`src/rtl/cpu_sequencer.sv`:
```
// Main control sequencer for the 8-bit-bus accumulator CPU.
// Each instruction takes an 8-cycle frame: a two-byte fetch, then the execute strobes.
module cpu_sequencer (
  input  logic       clk,
  input  logic       rst,
  input  logic       ena,
  input  logic [2:0] opcode,
  input  logic       zero,
  output logic       load_ir,
  output logic       rd,
  output logic       wr,
  output logic       inc_pc,
  output logic       load_pc,
  output logic       load_acc,
  output logic       datactl_ena,
  output logic       halt,
  output logic [3:0] state_o
);

  typedef enum logic [3:0] {
    S0 = 4'd0, S1 = 4'd1, S2 = 4'd2, S3 = 4'd3,
    S4 = 4'd4, S5 = 4'd5, S6 = 4'd6, S7 = 4'd7,
    SH = 4'd8
  } state_e;

  typedef enum logic [2:0] {
    OP_HLT = 3'd0, OP_SKZ = 3'd1, OP_ADD = 3'd2, OP_ANDD = 3'd3,
    OP_XORR = 3'd4, OP_LDA = 3'd5, OP_STO = 3'd6, OP_JMP = 3'd7
  } op_e;

  state_e state_q, state_d;
  logic   skip_q, skip_d;
  op_e    op;
  logic   is_acc_op;

  assign op        = op_e'(opcode);
  assign is_acc_op = (op == OP_ADD) || (op == OP_ANDD) || (op == OP_XORR) || (op == OP_LDA);
  assign state_o   = state_q;

  // Strobes are a pure decode of the current state so the datapath sees them in
  // the same cycle; ena low forces S0 and kills every strobe except in SH.
  always_comb begin
    load_ir     = 1'b0;
    rd          = 1'b0;
    wr          = 1'b0;
    inc_pc      = 1'b0;
    load_pc     = 1'b0;
    load_acc    = 1'b0;
    datactl_ena = 1'b0;
    halt        = 1'b0;
    state_d     = state_q;
    skip_d      = skip_q;
    if (state_q == SH) begin
      halt = 1'b1;
    end else if (!ena) begin
      state_d = S0;
      skip_d  = 1'b0;
    end else begin
      unique case (state_q)
        S0: begin
          rd = 1'b1; load_ir = 1'b1; inc_pc = 1'b1;
          state_d = S1;
        end
        S1: begin
          rd = 1'b1; load_ir = 1'b1; inc_pc = 1'b1;
          state_d = S2;
        end
        S2: state_d = S3;
        S3: begin
          if (op == OP_HLT) begin
            halt    = 1'b1;
            state_d = SH;
          end else begin
            state_d = S4;
          end
        end
        S4: begin
          if (op == OP_JMP) load_pc = 1'b1;
          if (is_acc_op) rd = 1'b1;
          if (op == OP_STO) datactl_ena = 1'b1;
          if (op == OP_SKZ) skip_d = zero;
          state_d = S5;
        end
        S5: begin
          if (is_acc_op) begin
            rd = 1'b1; load_acc = 1'b1;
          end
          if (op == OP_STO) begin
            datactl_ena = 1'b1; wr = 1'b1;
          end
          if (op == OP_SKZ && skip_q) inc_pc = 1'b1;
          state_d = S6;
        end
        S6: begin
          if (op == OP_STO) datactl_ena = 1'b1;
          if (op == OP_SKZ && skip_q) inc_pc = 1'b1;
          state_d = S7;
        end
        S7: begin
          skip_d  = 1'b0;
          state_d = S0;
        end
        default: begin
          skip_d  = 1'b0;
          state_d = S0;
        end
      endcase
    end
  end

  always_ff @(posedge clk) begin
    if (rst) begin
      state_q <= S0;
      skip_q  <= 1'b0;
    end else begin
      state_q <= state_d;
      skip_q  <= skip_d;
    end
  end

endmodule

```
`config.mk`:
```
export PLATFORM = sky130hd
export DESIGN_NAME = cpu_sequencer
export DESIGN_NICKNAME = d
export VERILOG_FILES = /design/src/rtl/cpu_sequencer.sv
export SDC_FILE = /design/constraint.sdc
export NUM_CORES = 1
export LEC_CHECK = 0
export CORE_AREA = 2 2 39 41
export DETAILED_ROUTE_END_ITERATION = 10
export DIE_AREA = 0 0 41 43
export PLACE_DENSITY = 0.68
export SYNTH_ARGS = -nofsm -noshare
export SYNTH_HDL_FRONTEND = slang
export SYNTH_SLANG_ARGS = --single-unit
export TNS_END_PERCENT = 30
```
`constraint.sdc`:
```
create_clock -name clk -period 1.7 [get_ports clk]
set_input_delay 0.34 -clock clk [delete_from_list [all_inputs] [get_ports clk]]
set_output_delay 0.34 -clock clk [all_outputs]
set_load 0.1 [all_outputs]
```
==> run summary, run 1 <==
outcome - finished with violations
failing checks - negative setup slack
P per Cell Area - 465.3 nW/um2
Ant. Diodes - 0
TritonCTS buffer count - 3
Int Pwr - 0.2716 mW
FMAX - 0.5229 GHz
CP Launch Point - state_o[3]$_SDFFE_PP0P_
CP arrival - 1.57 ns
die height - 43 um
syn_area_per_cell - 8.283 um2
Fin. Hold Viols - 0
Setup Fix Bufs, Post-CTS - 0
post-synthesis net count - 57
initial core utilization - 0.2993
Finish-stage setup viols - 5
first-pass GRT wire length - 2173 um
FF+latch area - 115.1 um2
dpl hpwl - 937.6 um
fin crit period - 1.912 ns
routability cong. - 0.7504
Tcrit/Tclk final - 1.125
Multi-input gate area - 374.1 um2
switching share of total power - 0.3556
crit end category - output port
worst-path maximum fanout - 2
input/output buffers - 18
IO Count - 19
Yosys cell types - 28
Max Root-Sink Buffers - 2
WL final - 1222 um
hold-fix buffers at CTS - 0
Max-cap violations - 0
initial antenna violation count - 0
Layout Utilization - 0.6546
VDD IR max - 339.3 uV
critical path type - reg -> out
Root Driver - clkbuf_4
mean routed wirelength per cell - 13.00 um
number of global-route vias before repair - 475
Residual DRC - 0
Clock transition at path regs - 0.05 ns
Hold WC Path Type - reg -> reg
P&R area growth vs syn - 118.7%
clock share of power - 0.321
Die Area - 1763 um2
Cell Area, Synth - 414.1 um2
dpl ws - -0.4711 ns
Seq/Total Area, Yosys - 0.2417
largest net degree at the start of global routing - 15
Mapped Cells - 50
drt first pass iters - 4
Power, Total - 0.4215 mW
NumNets Final - 86
max-slew violations - 0
worst hold start - skip_q$_SDFFE_PP0P_
number of DRC markers in iteration 0 - 6
CTS tree - done
global-route usage over all layers - 0.1831
vias - 489
RSZ-0062 raised after global routing - yes
Slew headroom - 0.8064
worst slew pin tran - 0.2892 ns
Sink Count - 5
worst path required time - 1.36 ns
DIE WIDTH - 41 um
Worst R2R Start - state_o[1]$_SDFFE_PP0P_
Worst Setup Slack, final - -0.2123 ns
clk_lat worst skew - 0.24 ns
global route overflow - 0
number of placement rows - 14
clk_skew - 0.005574 ns
Gate power share - 0.377
CTS H-tree lvls - 1
Cells after DPL - 90
non-filler cells, final - 94
crit path launch type - flop
Routed Antenna Nets - 0
Setup TNS - -0.5483 ns
Reg power frac - 0.302
share of cells above drive strength 1 - 0.6410
Lkg Pwr - 0.3405 nW
#FFs+latches synth - 5
filler instances - 107
synthesis warning total - 0
core area - 1384 um2
via/cell ratio - 5.202
switching power - 0.1499 mW
==> worst max-delay path: stages, from the launching register on <==
cell and delay [ns]:
dfxtp_4 0.33, nand2b_4 0.13, or4b_4 0.52, a21oi_4 0.16, buf_12 0.19
==> stage by stage <==
| stage | instance area [um2] | hold WS (ns) |
|---|---|---|
| 6_report | 905.9 | 0.5548 |
| 5_1_grt | 905.9 | 0.5803 |
| 4_1_cts | 905.9 | 0.5484 |
| 3_5_place_dp | 859.6 | 0.5405 |
| 3_3_place_gp | 859.6 | 0.5429 |
| 2_1_floorplan | 511.7 | 0.4071 |
==> path summary, 6_finish.rpt <==
check,endpoint,slack (ns),depth (start not counted)
max reg2reg,state_o[2]$_SDFFE_PP0P_,0.53,3
max,datactl_ena,-0.21,4
min reg2reg,skip_q$_SDFFE_PP0P_,0.55,2
min,skip_q$_SDFFE_PP0P_,0.55,2
==> power groups by stage <==
stage          Clock [mW]  Sequential, mW  Combinational, mW
4_1_cts             0.142           0.127              0.159
3_3_place_gp            0           0.129              0.154
3_5_place_dp            0           0.129              0.155
6_report            0.135           0.127              0.159
2_1_floorplan           0           0.137             0.0813
5_1_grt             0.148           0.129              0.167
==> layout make-up <==
class / count / share of cell area
tap: 16 / 0.02210
sequential: 5 / 0.1271
multi-input combinational: 41 / 0.4130
timing repair buffer: 28 / 0.4088
clock buffer: 4 / 0.02901
==> synthesized netlist by cell type (all sizes together) <==
master | instances | share of area
a211oi | 2 | 0.036
a21oi | 2 | 0.033
xnor2 | 2 | 0.042
o211ai | 3 | 0.054
nand4 | 1 | 0.015
nand2 | 4 | 0.036
nor2 | 5 | 0.045
a22oi | 1 | 0.018
nand4bb | 1 | 0.027
and4bb | 1 | 0.030
and3 | 1 | 0.015
nand2b | 1 | 0.033
buf | 3 | 0.051
nor2b | 2 | 0.036
or3 | 1 | 0.015
dfxtp | 5 | 0.24
or4b | 1 | 0.033
and3b | 3 | 0.066
and4b | 1 | 0.027
clkbuf | 1 | 0.0091
or2 | 1 | 0.015
nor4 | 1 | 0.015
nor3b | 3 | 0.054
nor3 | 4 | 0.048
==> routing by layer <==
layer  global-route usage  share of wire
met4               0.1000         0.0098
met5                    0              0
met3              0.01571          0.060
met2               0.2938           0.53
met1               0.2265           0.40
==> repair_timing <==
item | CTS | global route
pin swaps | 4 | 1
endpoints found under the setup margin | 8 | 6
gates resized for setup | 18 | 0
==> layout by cell type, fill, tap and decap left out, types with 2 or more instances in the layout <==
cell             instances
buf_12                  12
buf_4                    8
dfxtp_4                  4
nor2_1                   3
nand2_1                  3
o211ai_1                 3
nor3_1                   3
clkbuf_4                 3
a21oi_4                  2
xnor2_1                  2
nor3b_1                  2
and3b_1                  2
dlygate4sd2_1            2
buf_2                    2
clkdlybuf4s50_1          2
buf_6                    2
==> sequential cells by signal, indices dropped and copies added, names as in the netlist <==
signal / cells
state_o: 4
skip_q: 1
==> logic make-up after synthesis <==
logic type / share of synthesized area
compound gates: 0.1420
xor+xnor: 0.04230
simple gates: 0.5136
buf+inv: 0.06041
flops: 0.2417
No activity file was read; power rests on OpenSTA's default activity.
==> run 2: changes to the inputs <==
- REMOVE_ABC_BUFFERS: not set -> 1
==> run summary, run 2 (synthesis gave the netlist of run 1 again) <==
mean routed wirelength per cell - 15.09 um
number of DRC markers in iteration 0 - 16
Setup Fix Bufs, Post-CTS - 0
IO Count - 19
Reg power frac - 0.287
non-filler cells, final - 97
routability cong. - 0.8530
TritonCTS buffer count - 3
DIE WIDTH - 41 um
Post-DP Area - 807.0 um2
number of global-route vias before repair - 528
Ant. Diodes - 0
clk_lat worst skew - 0.25 ns
max-slew violations - 0
Gate power share - 0.369
max reg flops - 4
global-route usage over all layers - 0.2006
initial core utilization - 0.2993
Max Root-Sink Buffers - 2
Critical-path top delay cell - or4b_4
Fin. Hold Viols - 0
critical path type - in -> out
drt first pass iters - 4
dpl hpwl - 1031 um
worst-path maximum fanout - 3
VDD IR max - 268.0 uV
Cells after DPL - 93
clock share of power - 0.344
crit path cell chain - dlygate4sd2_1, nand2_1, or4b_4, a21oi_4, buf_12
Finish-stage setup viols - 7
Hold WC Path Type - reg -> reg
Residual DRC - 0
outcome - finished with violations
P per Cell Area - 496.4 nW/um2
worst path required time - 1.36 ns
Max-cap violations - 0
crit path launch type - input port
Routed Antenna Nets - 0
switching share of total power - 0.3710
share of cells above drive strength 1 - 0.6049
post-route cell area - 883.3 um2
Tcrit/Tclk final - 1.142
failing checks - negative setup slack
global route overflow - 0
input/output buffers - 18
CTS tree - done
worst slew pin tran - 0.2473 ns
Slew headroom - 0.8344
CTS H-tree lvls - 1
Clock transition at path regs - 0.05 ns
most common library cell in the layout ignoring fill and taps - buf_4
Root Driver - clkbuf_4
crit end category - output port
die height - 43 um
initial antenna violation count - 0
clk_skew - 0.002546 ns
Int Pwr - 0.2758 mW
WL final - 1464 um
vias - 530
Lkg Pwr - 0.3564 nW
number of placement rows - 14
Worst Setup Slack, final - -0.2419 ns
commonest cells after routing, fill and taps aside - buf_4, buf_12, nand2_1
first-pass GRT wire length - 2318 um
RSZ-0062 raised after global routing - yes
Die Area - 1763 um2
switching power - 0.1627 mW
delay of the slowest critical-path stage - 0.56 ns
via/cell ratio - 5.464
largest net degree at the start of global routing - 11
P&R area growth vs syn - 113.3%
core area - 1384 um2
hold_ws - 0.5500 ns
fin crit period - 1.942 ns
Sink Count - 5
NumNets Final - 89
CP arrival - 1.60 ns
FMAX - 0.5150 GHz
[run 2: cell types whose count changed in the layout (fill, tap and decap cells not counted), moves of 2 or more]
cell / previous run / this run
dfxtp_4: 4 / 1
buf_2: 2 / 0
buf_4: 8 / 13
buf_6: 2 / 0
dfxtp_2: 0 / 2
[run 2: worst paths after layout]
check | startpoint | end | slack (ns) | cells past startpoint
worst max-delay path | opcode[2] | datactl_ena | -0.24 | 5
worst min-delay path | skip_q$_SDFFE_PP0P_ | skip_q$_SDFFE_PP0P_ | 0.55 | 2
worst max register to register | state_o[0]$_SDFFE_PP0P_ | state_o[2]$_SDFFE_PP0P_ | 0.42 | 4
worst min register to register | skip_q$_SDFFE_PP0P_ | skip_q$_SDFFE_PP0P_ | 0.55 | 2
[run 2: stage by stage]
stage	total power, mW	setup slack (ns)	util	TNS [ns]
detailed placement	0.2828	-0.5191	0.5832	-2.850
floorplan	0.2042	-2.846	-	-12.43
CTS	0.4364	-0.2192	0.6347	-0.9021
finish	0.4385	-0.2419	0.6383	-0.9046
global route	0.4554	-0.2620	0.6383	-1.200
global placement	0.2792	-0.4535	0.5832	-2.612
[run 2: what timing repair did]
item                       in CTS  in global routing
hold buffers                    0                  0
setup endpoints to repair       8                  8
pin swaps                       2                  0
gates resized for setup        17                  4
[run 2: layer usage]
metal	routed length (um)	vias to the layer above	track usage
met4	32	0	0.1333
met5	0	-	0
li1	-	248	-
met1	569	253	0.2276
met3	59	6	0.03141
met2	802	23	0.3219
[run 2: area by class of cell]
type | instances | area (um2)
Timing Repair Buffer | 31 | 389.1
Fill cell | 108 | 500.5
Sequential cell | 5 | 106.4
Multi-Input combinational cell | 41 | 341.6
Clock buffer | 4 | 26.28
Tap cell | 16 | 20.02
[run 2: critical path, delay by kind of cell]
family / cells / cell delay [ns]
buf+inv: 2 / 0.45
simple gates: 2 / 0.65
compound gates: 1 / 0.16
[run 2: power groups by stage]
| stage | clock network, mW | registers, mW | logic (mW) |
|---|---|---|---|
| after detailed placement | 0 | 0.127 | 0.155 |
| after global placement | 0 | 0.127 | 0.152 |
| after floorplan | 0 | 0.145 | 0.0591 |
| after global routing | 0.161 | 0.126 | 0.168 |
| after CTS | 0.151 | 0.126 | 0.160 |
| final | 0.151 | 0.126 | 0.162 |
==> run 3: changes to the inputs <==
- GPL_TIMING_DRIVEN: not set -> 0
- RECOVER_POWER: not set -> 100
==> run summary, run 3 (synthesis gave the netlist of run 1 again) <==
outcome - finished with violations
failing checks - negative setup slack
post-route cell area - 762.0 um2
Post-DP Area - 589.3 um2
worst slew pin tran - 0.5493 ns
r2r setup slk - 0.53 ns
Root Driver - clkbuf_4
dpl hpwl - 701 um
Slew headroom - 0.6355
initial core utilization - 0.2993
P&R area growth vs syn - 83.99%
input/output buffers - 18
Residual DRC - 0
first-pass GRT wire length - 1649 um
drt first pass iters - 4
FMAX - 0.5027 GHz
CP arrival - 1.65 ns
Hold WC Path Type - reg -> reg
global route overflow - 0
critical path type - in -> out
VDD IR max - 262.6 uV
max-slew violations - 0
max reg flops - 4
Critical-path top delay cell - or4b_4
non-filler cells, final - 89
TritonCTS buffer count - 3
WHS Path Cells - 1
CTS tree - done
worst-path maximum fanout - 4
crit path cell chain - dlygate4sd2_1, nand2b_4, or4b_4, a21oi_4, buf_12
share of cells above drive strength 1 - 0.4932
hold_ws - 0.5259 ns
routability cong. - 0.6925
filler instances - 117
hold endpoint - state_o[3]$_SDFFE_PP0P_
Sink Count - 5
worst path required time - 1.36 ns
crit end category - output port
Finish-stage setup viols - 5
fin crit period - 1.989 ns
IO Count - 19
Tcrit/Tclk final - 1.170
Clock transition at path regs - 0.05 ns
number of placement rows - 14
global-route usage over all layers - 0.1404
Routed Antenna Nets - 0
delay of the slowest critical-path stage - 0.56 ns
Multi-input gate area - 329.1 um2
core area - 1384 um2
FF+latch area - 115.1 um2
Setup TNS - -0.8347 ns
clk_skew - 0.004028 ns
FF-to-FF path depth - 5
Ant. Diodes - 0
die height - 43 um
mean routed wirelength per cell - 12.67 um
RSZ-0062 raised after global routing - yes
Lkg Pwr - 0.2837 nW
WL final - 1128 um
Die Area - 1763 um2
Max-cap violations - 0
number of global-route vias before repair - 383
P per Cell Area - 524.1 nW/um2
NumNets Final - 81
Worst R2R Start - state_o[3]$_SDFFE_PP0P_
Fin. Hold Viols - 0
crit path launch type - input port
worst hold start - state_o[2]$_SDFFE_PP0P_
CTS H-tree lvls - 1
Max Root-Sink Buffers - 2
DIE WIDTH - 41 um
Worst Setup Slack, final - -0.2894 ns
reg2reg end - skip_q$_SDFFE_PP0P_
vias - 469
initial antenna violation count - 0
clk_lat worst skew - 0.24 ns
via/cell ratio - 5.270
number of DRC markers in iteration 0 - 8
largest net degree at the start of global routing - 15
Cells after DPL - 80
[run 3: metal layers]
| metal | vias up | routed length (um) | track usage |
|---|---|---|---|
| li1 | 235 | - | - |
| met1 | 219 | 481 | 0.1891 |
| met2 | 13 | 575 | 0.1781 |
| met3 | 2 | 56 | 0.04712 |
| met4 | 0 | 15 | 0.1000 |
| met5 | - | 0 | 0 |
[run 3: how the worst max path moves through the flow]
stage | from | end | slack [ns]
final | ena | datactl_ena | -0.29
after floorplan | state_o[0]$_SDFFE_PP0P_ | load_acc | -2.85
after global routing | state_o[3]$_SDFFE_PP0P_ | datactl_ena | -0.33
after detailed placement | ena | datactl_ena | -1.46
after global placement | ena | datactl_ena | -1.44
after CTS | state_o[3]$_SDFFE_PP0P_ | datactl_ena | -0.28
[run 3: report_power, final]
group / switching (mW) / internal (mW)
sequential: 0.00987 / 0.115
combinational: 0.0833 / 0.0461
clock: 0.0556 / 0.0892
[run 3: cell type report]
class | count | area share
Multi-Input combinational cell | 41 | 0.4319
Timing Repair Buffer | 23 | 0.3563
Clock buffer | 4 | 0.03448
Tap cell | 16 | 0.02627
Sequential cell | 5 | 0.1511
[run 3: timing repair]
action	CTS	global route
gates resized for setup	88	12
cloned	0	0
pin swaps	1	4
setup buffers	3	2
setup endpoints to repair	12	9
hold buffers	0	0
[run 3: through the flow]
stage	util	setup slack (ns)	total power, mW
final	0.5506	-0.2894	0.3994
after detailed placement	0.4259	-1.460	0.2422
after CTS	0.5054	-0.2805	0.3865
after global placement	0.4259	-1.441	0.2419
after floorplan	-	-2.846	0.2042
after global routing	0.5506	-0.3276	0.4194
[run 3: worst max-delay path, delay by kind of cell]
kind | cells | cell delay, ns
buffers and inverters | 2 | 0.49
and+or+nand+nor | 2 | 0.65
AOI/OAI and AO/OA | 1 | 0.16
